==> config.mk <==
export PLATFORM = sky130hd
export DESIGN_NAME = stepper_move_sequencer
export DESIGN_NICKNAME = d
export VERILOG_FILES = /design/src/rtl/stepper_move_sequencer.sv
export SDC_FILE = /design/constraint.sdc
export NUM_CORES = 1
export LEC_CHECK = 0
export ABC_CLOCK_PERIOD_IN_PS = 2940
export CAP_MARGIN = 10
export CORE_MARGIN = 1
export CORE_UTILIZATION = 55
export CTS_CLUSTER_DIAMETER = 60
export DETAILED_ROUTE_END_ITERATION = 6
export DONT_BUFFER_PORTS = 1
export PLACE_DENSITY = 0.73
export SLEW_MARGIN = 20
export SYNTH_ARGS = -nofsm -noshare
export SYNTH_HDL_FRONTEND = slang
export SYNTH_SLANG_ARGS = --single-unit
==> constraint.sdc <==
create_clock -name clk -period 2.94 [get_ports clk]
set_input_delay 0.294 -clock clk [delete_from_list [all_inputs] [get_ports clk]]
set_output_delay 0.294 -clock clk [all_outputs]
set_load 0.1 [all_outputs]
==> src/rtl/stepper_move_sequencer.sv <==
// Per-axis command sequencer. It queues signed relative moves, launches stepper_pulse
// with a direction setup delay, and tracks the absolute axis position.
module stepper_move_sequencer #(
    parameter int FIFO_DEPTH       = 4,
    parameter int DIR_SETUP_CYCLES = 50
) (
    input  logic        clk,
    input  logic        rst_n,
    input  logic        cmd_valid,
    output logic        cmd_ready,
    input  logic [31:0] cmd_delta,
    input  logic        abort,
    input  logic        pos_load,
    input  logic [31:0] pos_load_val,
    output logic [31:0] pulse_count,
    output logic        dir,
    output logic        start,
    input  logic        done,
    output logic        stop,
    output logic        busy,
    output logic [31:0] position,
    output logic        pos_valid
);

    localparam int AW = (FIFO_DEPTH > 2) ? $clog2(FIFO_DEPTH) : 1;
    localparam int CW = $clog2(DIR_SETUP_CYCLES + 1);
    localparam logic [AW:0]   FULL_CNT   = (AW + 1)'(FIFO_DEPTH);
    localparam logic [CW-1:0] SETUP_LAST = CW'(DIR_SETUP_CYCLES - 1);

    typedef enum logic [2:0] {
        IDLE  = 3'd0,
        LOAD  = 3'd1,
        SETUP = 3'd2,
        ISSUE = 3'd3,
        WAIT  = 3'd4
    } state_t;

    state_t             state_q, state_d;
    logic [AW-1:0]      wr_ptr_q, wr_ptr_d;
    logic [AW-1:0]      rd_ptr_q, rd_ptr_d;
    logic [AW:0]        count_q, count_d;
    logic signed [31:0] cur_delta_q, cur_delta_d;
    logic               dir_q, dir_d;
    logic [31:0]        pulse_count_q, pulse_count_d;
    logic [CW-1:0]      setup_cnt_q, setup_cnt_d;
    logic               start_q, start_d;
    logic               stop_q, stop_d;
    logic               done_q;
    logic signed [31:0] position_q, position_d;
    logic               pos_valid_q, pos_valid_d;
    logic [31:0]        mem_q [FIFO_DEPTH];

    logic full, empty, push, pop, done_rise, move_active;

    // Magnitude of a signed delta; -2^31 maps to 0x8000_0000 as an unsigned count.
    function automatic logic [31:0] abs_mag(input logic signed [31:0] v);
        logic [31:0] u;
        u = v;
        abs_mag = u[31] ? (~u + 32'd1) : u;
    endfunction

    assign full        = (count_q == FULL_CNT);
    assign empty       = (count_q == '0);
    assign push        = cmd_valid && !full && !abort;
    assign pop         = (state_q == IDLE) && !empty && !abort;
    assign done_rise   = done && !done_q;
    assign move_active = (state_q == SETUP) || (state_q == ISSUE) || (state_q == WAIT);

    always_comb begin
        state_d       = state_q;
        wr_ptr_d      = wr_ptr_q;
        rd_ptr_d      = rd_ptr_q;
        count_d       = count_q;
        cur_delta_d   = cur_delta_q;
        dir_d         = dir_q;
        pulse_count_d = pulse_count_q;
        setup_cnt_d   = setup_cnt_q;
        start_d       = 1'b0;
        stop_d        = 1'b0;
        position_d    = position_q;
        pos_valid_d   = pos_valid_q;

        if (push) begin
            wr_ptr_d = wr_ptr_q + 1'b1;
        end
        if (pop) begin
            rd_ptr_d    = rd_ptr_q + 1'b1;
            cur_delta_d = $signed(mem_q[rd_ptr_q]);
        end
        if (push && !pop) begin
            count_d = count_q + 1'b1;
        end else if (pop && !push) begin
            count_d = count_q - 1'b1;
        end

        case (state_q)
            IDLE: begin
                if (pop) begin
                    state_d = LOAD;
                end
            end
            LOAD: begin
                if (cur_delta_q == 32'sd0) begin
                    state_d = IDLE;
                end else begin
                    dir_d         = (cur_delta_q > 32'sd0);
                    pulse_count_d = abs_mag(cur_delta_q);
                    setup_cnt_d   = '0;
                    state_d       = SETUP;
                end
            end
            SETUP: begin
                if (setup_cnt_q == SETUP_LAST) begin
                    state_d = ISSUE;
                end else begin
                    setup_cnt_d = setup_cnt_q + 1'b1;
                end
            end
            ISSUE: begin
                start_d = 1'b1;
                state_d = WAIT;
            end
            WAIT: begin
                if (done_rise) begin
                    position_d = position_q + cur_delta_q;
                    state_d    = IDLE;
                end
            end
            default: state_d = IDLE;
        endcase

        // Abort overrides everything the FSM decided this cycle, including a completion.
        if (abort) begin
            state_d       = IDLE;
            wr_ptr_d      = '0;
            rd_ptr_d      = '0;
            count_d       = '0;
            start_d       = 1'b0;
            dir_d         = dir_q;
            pulse_count_d = pulse_count_q;
            position_d    = position_q;
            if (move_active) begin
                stop_d      = 1'b1;
                pos_valid_d = 1'b0;
            end
        end

        if (pos_load) begin
            position_d  = $signed(pos_load_val);
            pos_valid_d = 1'b1;
        end
    end

    always_ff @(posedge clk or negedge rst_n) begin
        if (!rst_n) begin
            state_q       <= IDLE;
            wr_ptr_q      <= '0;
            rd_ptr_q      <= '0;
            count_q       <= '0;
            cur_delta_q   <= '0;
            dir_q         <= 1'b0;
            pulse_count_q <= '0;
            setup_cnt_q   <= '0;
            start_q       <= 1'b0;
            stop_q        <= 1'b0;
            done_q        <= 1'b0;
            position_q    <= '0;
            pos_valid_q   <= 1'b1;
        end else begin
            state_q       <= state_d;
            wr_ptr_q      <= wr_ptr_d;
            rd_ptr_q      <= rd_ptr_d;
            count_q       <= count_d;
            cur_delta_q   <= cur_delta_d;
            dir_q         <= dir_d;
            pulse_count_q <= pulse_count_d;
            setup_cnt_q   <= setup_cnt_d;
            start_q       <= start_d;
            stop_q        <= stop_d;
            done_q        <= done;
            position_q    <= position_d;
            pos_valid_q   <= pos_valid_d;
        end
    end

    // Queue storage carries no reset; only entries between the pointers are ever read.
    always_ff @(posedge clk) begin
        if (push) begin
            mem_q[wr_ptr_q] <= cmd_delta;
        end
    end

    assign cmd_ready   = !full;
    assign pulse_count = pulse_count_q;
    assign dir         = dir_q;
    assign start       = start_q;
    assign stop        = stop_q;
    assign busy        = (state_q != IDLE) || !empty;
    assign position    = position_q;
    assign pos_valid   = pos_valid_q;

endmodule
# Word level (Yosys, flattened, before mapping)
# Memories as Yosys holds them, arrays and structs flattened. A register that Yosys moved wholly into a read port is not among the register bits.
# Index checks and enable logic that the tools add are counted.
# totals
ff_bits,85
memories,1
ramBits,128
out_inout_bits,70
# op_classes
order_cmp,1
n_reduce_logical,34
eq_ne,12
bitwise,3
mux,30
addsub,7
# mem_list
memory,words,word_bits,read_ports,rd_clocked_by_memory_dff,wr,line_no,text
mem_q,4,32,1,1,1,51,logic [31:0] mem_q [FIFO_DEPTH];
# op_table
op,n
$mux 32,5
$add 32x1->32 const B,1
$add 32x32->32,1
$gt 32x1->1 const B,1
$logic_not 32->1,1
$not 32->32,1
$mux 3,7
$pmux 3 s5,1
$reduce_bool 2->1,7
$mux 6,2
$pmux 6 s2,1
$reduce_and 3->1,4
$mux 2,5
$mux 1,9
$logic_and 1x1->1,7
$logic_not 1->1,7
$add 6x1->6 const B,1
$eq 3x2->1 const B,2
$eq 3x3->1 const B,2
$eq 6x6->1 const B,1
$logic_not 3->1,2
$ne 3x3->1 const B,2
$reduce_bool 3->1,2
$add 2x1->2 const B,2
9 further kinds,13

# Depth between registers and ports, before layout
# logic_depth
depth_word,9
ltp_mapped,11
mapped_depth_nobuf,10

# Worst setup path before layout
# No wires, ideal clock.
# synth_timing
kind,flip-flop to flip-flop
startpoint,register position_q[0] (netlist: position[0])
endpoint,register position_q[26] (netlist: position[26])
t_arrival_ns,3.281
slack_ns,-0.479
required_ns,2.802
setup_time_ns,0.138
path_buffers,0
path_stages_with_launch,11
path_cell_list,dfrtp_1 > ha_1 > fa_1 > a21o_2 > a221o_1 > a22o_2 > a311oi_4 > a21boi_2 > a211oi_2 > xor2_1 > o221ai_1
# synth_via
elab_chain_len,5
# synth_lines
element,line_no,text
"start, declared",49,"logic signed [31:0] position_q, position_d;"
"start signal, assigned",181,position_q <= position_d;
$add 32x32->32,125,position_d = position_q + cur_delta_q;
$mux 32,124,if (done_rise) begin
$mux 32,96,case (state_q)
$mux 32,133,if (abort) begin
$mux 32,148,if (pos_load) begin
# No other way between the ends. The select of a mux whose other input is x is not followed.
# A chain may end at the register's enable or synchronous reset.

# Final worst setup path
# Ends and elaborated chain as after synthesis.

==> results.yml <==
status:
  status: "finished with violations"
  violations: "hold timing"
floorplanning:
  fp.dieArea_um2: 22000
  io_pins: 140
  start_util_pct: 56.0
  die_y_um: 148
  placementRows: 53
  core_um2: 21000
  fp.dieW_um: 148
power:
  switching_share_pct: 43.9
  vdd_drop_max_uv: 546
  switchingPower_uw: 6610
  p_per_area_nw_per_um2: 1080
  clock_power_share_pct: 21.8
  cellInternalPower_uw: 8440
  power_uw: 15100
  pwr-share-seq_pct: 43.1
  p_comb_share_pct: 35.0
  p_leak_uw: 0.00545
sta:
  skew_ns: 0.0110
  hold_violations: 15
  worst-slew-pin-transition_ns: 0.968
  finalCritPeriodShare_pct: 98.6
  slew_viol_final: 0
  finalSetupViolCount: 0
  max_freq_mhz: 345
  min_period_ns: 2.90
  finalSetupTns_ns: 0
  rsz0062_at_grt: "yes"
  slew_headroom_pct: 35.5
  fin_ws_ns: 0.0398
  whs_ns: -0.157
detailed_routing:
  wirelength_um: 26000
  wl_per_cell_um: 19.5
  firstDrtPassIters: 6
  drtIter0Drc: 392
  route.detailed.drc: 0
  drt.antenna.violating_nets: 0
  via_per_inst: 5.82
  num_vias: 7749
synthesis:
  yosys_warnings: 0
  synth_largest_area_cell: "edfxtp_1"
  syn-instance-count: 920
  ys_seq_elements: 245
  synthFlopType: "edfxtp_1"
  synth_cell_types: 76
  ys_seq_area_share_pct: 57.6
  async_flop_share_pct: 47.8
  syn-cell-area_um2: 11800
  synth_edf_count: 128
  synth_top_area_share_pct: 32.7
  synthTopCellsByArea: "edfxtp_1 (33%), dfrtp_1 (25%), mux4_2 (6.1%), ha_1 (4.0%), nand2_1 (3.1%)"
  synth.most_common_cell: "edfxtp_1"
  synth_commonest_cells: "edfxtp_1 (128), dfrtp_1 (116), nand2_1 (96)"
  synthesis.nets: 1030
  syn_avg_cell_area_um2: 12.8
critical_path:
  r2r_slack_ns: 0.04
  worstPathArrival_ns: 3.30
  cp_data_required_time_ns: 3.34
  worstReg2RegEnd: "position[26]$_DFFE_PN0P_"
  cp-end-kind: "flop"
  worstSetupPathType: "reg2reg"
  startpoint: "position[0]$_DFFE_PN0P_"
  rr_startpoint: "position[0]$_DFFE_PN0P_"
  crit_path_max_fanout: 4
  critical_path.endpoint: "position[26]$_DFFE_PN0P_"
  r2r_cells: 10
  critPathLaunchType: "flop"
global_route:
  grt_usage_pct: 24.3
  grt_pass1_wl_um: 41200
  grt_max_degree: 118
  grt-ovfl-total: 0
  first_global_vias: 7548
  grt_antenna_before_repair: 1
clock_tree:
  cts-buffers-inserted: 26
  ctsHoldBuffers: 64
  clk_pin_slew_ns: 0.06
  cts_max_level: 1
  cts_sinks: 245
  worstSkewPairLatency_ns: 0.54
  root_buffer: "clkbuf_16"
  cts_tree: "yes"
  ctsLongestPathBuffers: 3
placed_design:
  dp_slack_ns: -0.0181
  dp_hpwl_um: 17700
  port_buffers: 0
  gp_congestion: 0.921
  dp.cells: 1217
finish:
  drive_gt1_share_pct: 21.8
  nFillCells: 1497
  final_nets: 1147
  syn2layout_area_growth_pct: 19.0
  fin_cells: 1332
worst_hold_path:
  min_path_cells: 1
  hold_class: "in2reg"
run:
  drv_cap: 0
-- sequential cells by signal (all words and copies together), names as in the netlist --
name and count:
position 32, pos_valid 1, state_q 3, dir 1, pulse_count 32, cur_delta_q 32, wr_ptr_q 2, stop 1
mem_q 128, done_q 1, rd_ptr_q 2, start 1, setup_cnt_q 6, count_q 3
-- critical path, cell delays in order (launching register included) --
cell and delay, ns:
dfrtp_4 0.49, ha_4 0.17, fa_2 0.33, a21o_2 0.21
a221o_1 0.33, a22o_4 0.24, a311oi_4 0.34, a21boi_2 0.14
a211oi_2 0.23, xor2_1 0.17, o221ai_1 0.12
-- metrics by stage --
| stage | area, um2 | util, % |
|---|---|---|
| floorplan | 11800 | - |
| global placement | 12400 | 59.0 |
| detailed placement | 12400 | 59.0 |
| CTS | 13900 | 66.3 |
| global route | 14000 | 66.6 |
| finish | 14000 | 66.6 |
-- layout make-up --
class / count / area, um2 / area share [%]
Sequential cell: 245 / 6790 / 48.5
Multi-Input combinational cell: 613 / 4730 / 33.8
Timing Repair Buffer: 130 / 1180 / 8.42
Clock buffer: 29 / 662 / 4.73
Tap cell: 275 / 344 / 2.46
Clock inverter: 18 / 214 / 1.53
Inverter: 21 / 78.8 / 0.563
Antenna cell: 1 / 2.50 / 0.0179
-- placed cells by master (no fill, tap or decap), drive strengths merged, types with 3 or more instances in the layout --
cell type and instances:
or3 9, o21a 6, nor3 12, edfxtp 128, buf 67, nand3b 3, o41ai 5, o21ai 87
ha 38, o21bai 3, nor4 4, xor2 39, and2 9, o221ai 5, a21oi 55, o31ai 11
nand2b 5, bufinv 3, a211oi 5, and3 15, nor2 33, clkinvlp 6, a21boi 3, clkbuf 29
inv 22, xnor2 22, nand4 9, a31o 4, dlygate4sd3 63, dfrtp 116, clkinv 8, a21o 13
or4 6, nand2 96, mux2i 6, nor2b 4, or2 3, mux2 31, mux4 32, nand3 16
-- logic make-up after synthesis --
| group | Yosys count | synth area share [%] |
|---|---|---|
| muxes | 69 | 9.60 |
| DFF | 245 | 57.6 |
| xor gates and xnor gates | 61 | 4.54 |
| buffers and inverters | 62 | 2.81 |
| AOI/OAI and AO/OA | 213 | 11.4 |
| and+or+nand+nor | 230 | 9.72 |
| adders and majority gates | 40 | 4.38 |
-- per-layer routing --
metal / GRT usage [%] / wire, um
met2: 39.6 / 12300
met3: 4.88 / 1900
met4: 5.52 / 496
met5: 0 / 0
met1: 33.9 / 11300
-- worst min-delay path by stage --
stage / startpoint / to / slack [ns]
after floorplan: rst_n / count_q[0]$_DFFE_PN0P_ / -0.002
after global placement: rst_n / position[28]$_DFFE_PN0P_ / 0.002
after detailed placement: rst_n / stop$_DFF_PN0_ / 0.006
after CTS: pos_load / position[12]$_DFFE_PN0P_ / -0.16
after global routing: pos_load / position[22]$_DFFE_PN0P_ / -0.16
final: pos_load / position[14]$_DFFE_PN0P_ / -0.16
-- power by group through the flow --
stage | clock [uW] | combinational (uW) | sequential (uW)
final | 3290 | 5280 | 6490
after floorplan | 0 | 3730 | 6610
after global placement | 0 | 4990 | 6520
after detailed placement | 0 | 5080 | 6550
after CTS | 3350 | 5250 | 6480
after global routing | 3500 | 5790 | 6570
-- what timing repair did --
item / 4_1_cts / 5_1_grt
endpoints found under the setup margin: 1 / 33
hold endpoints to repair: 291 / 15
gates resized for setup: 2 / 11
pin swaps: 7 / 4
setup buffers: 0 / 3
(Power assumes the default switching activity.)
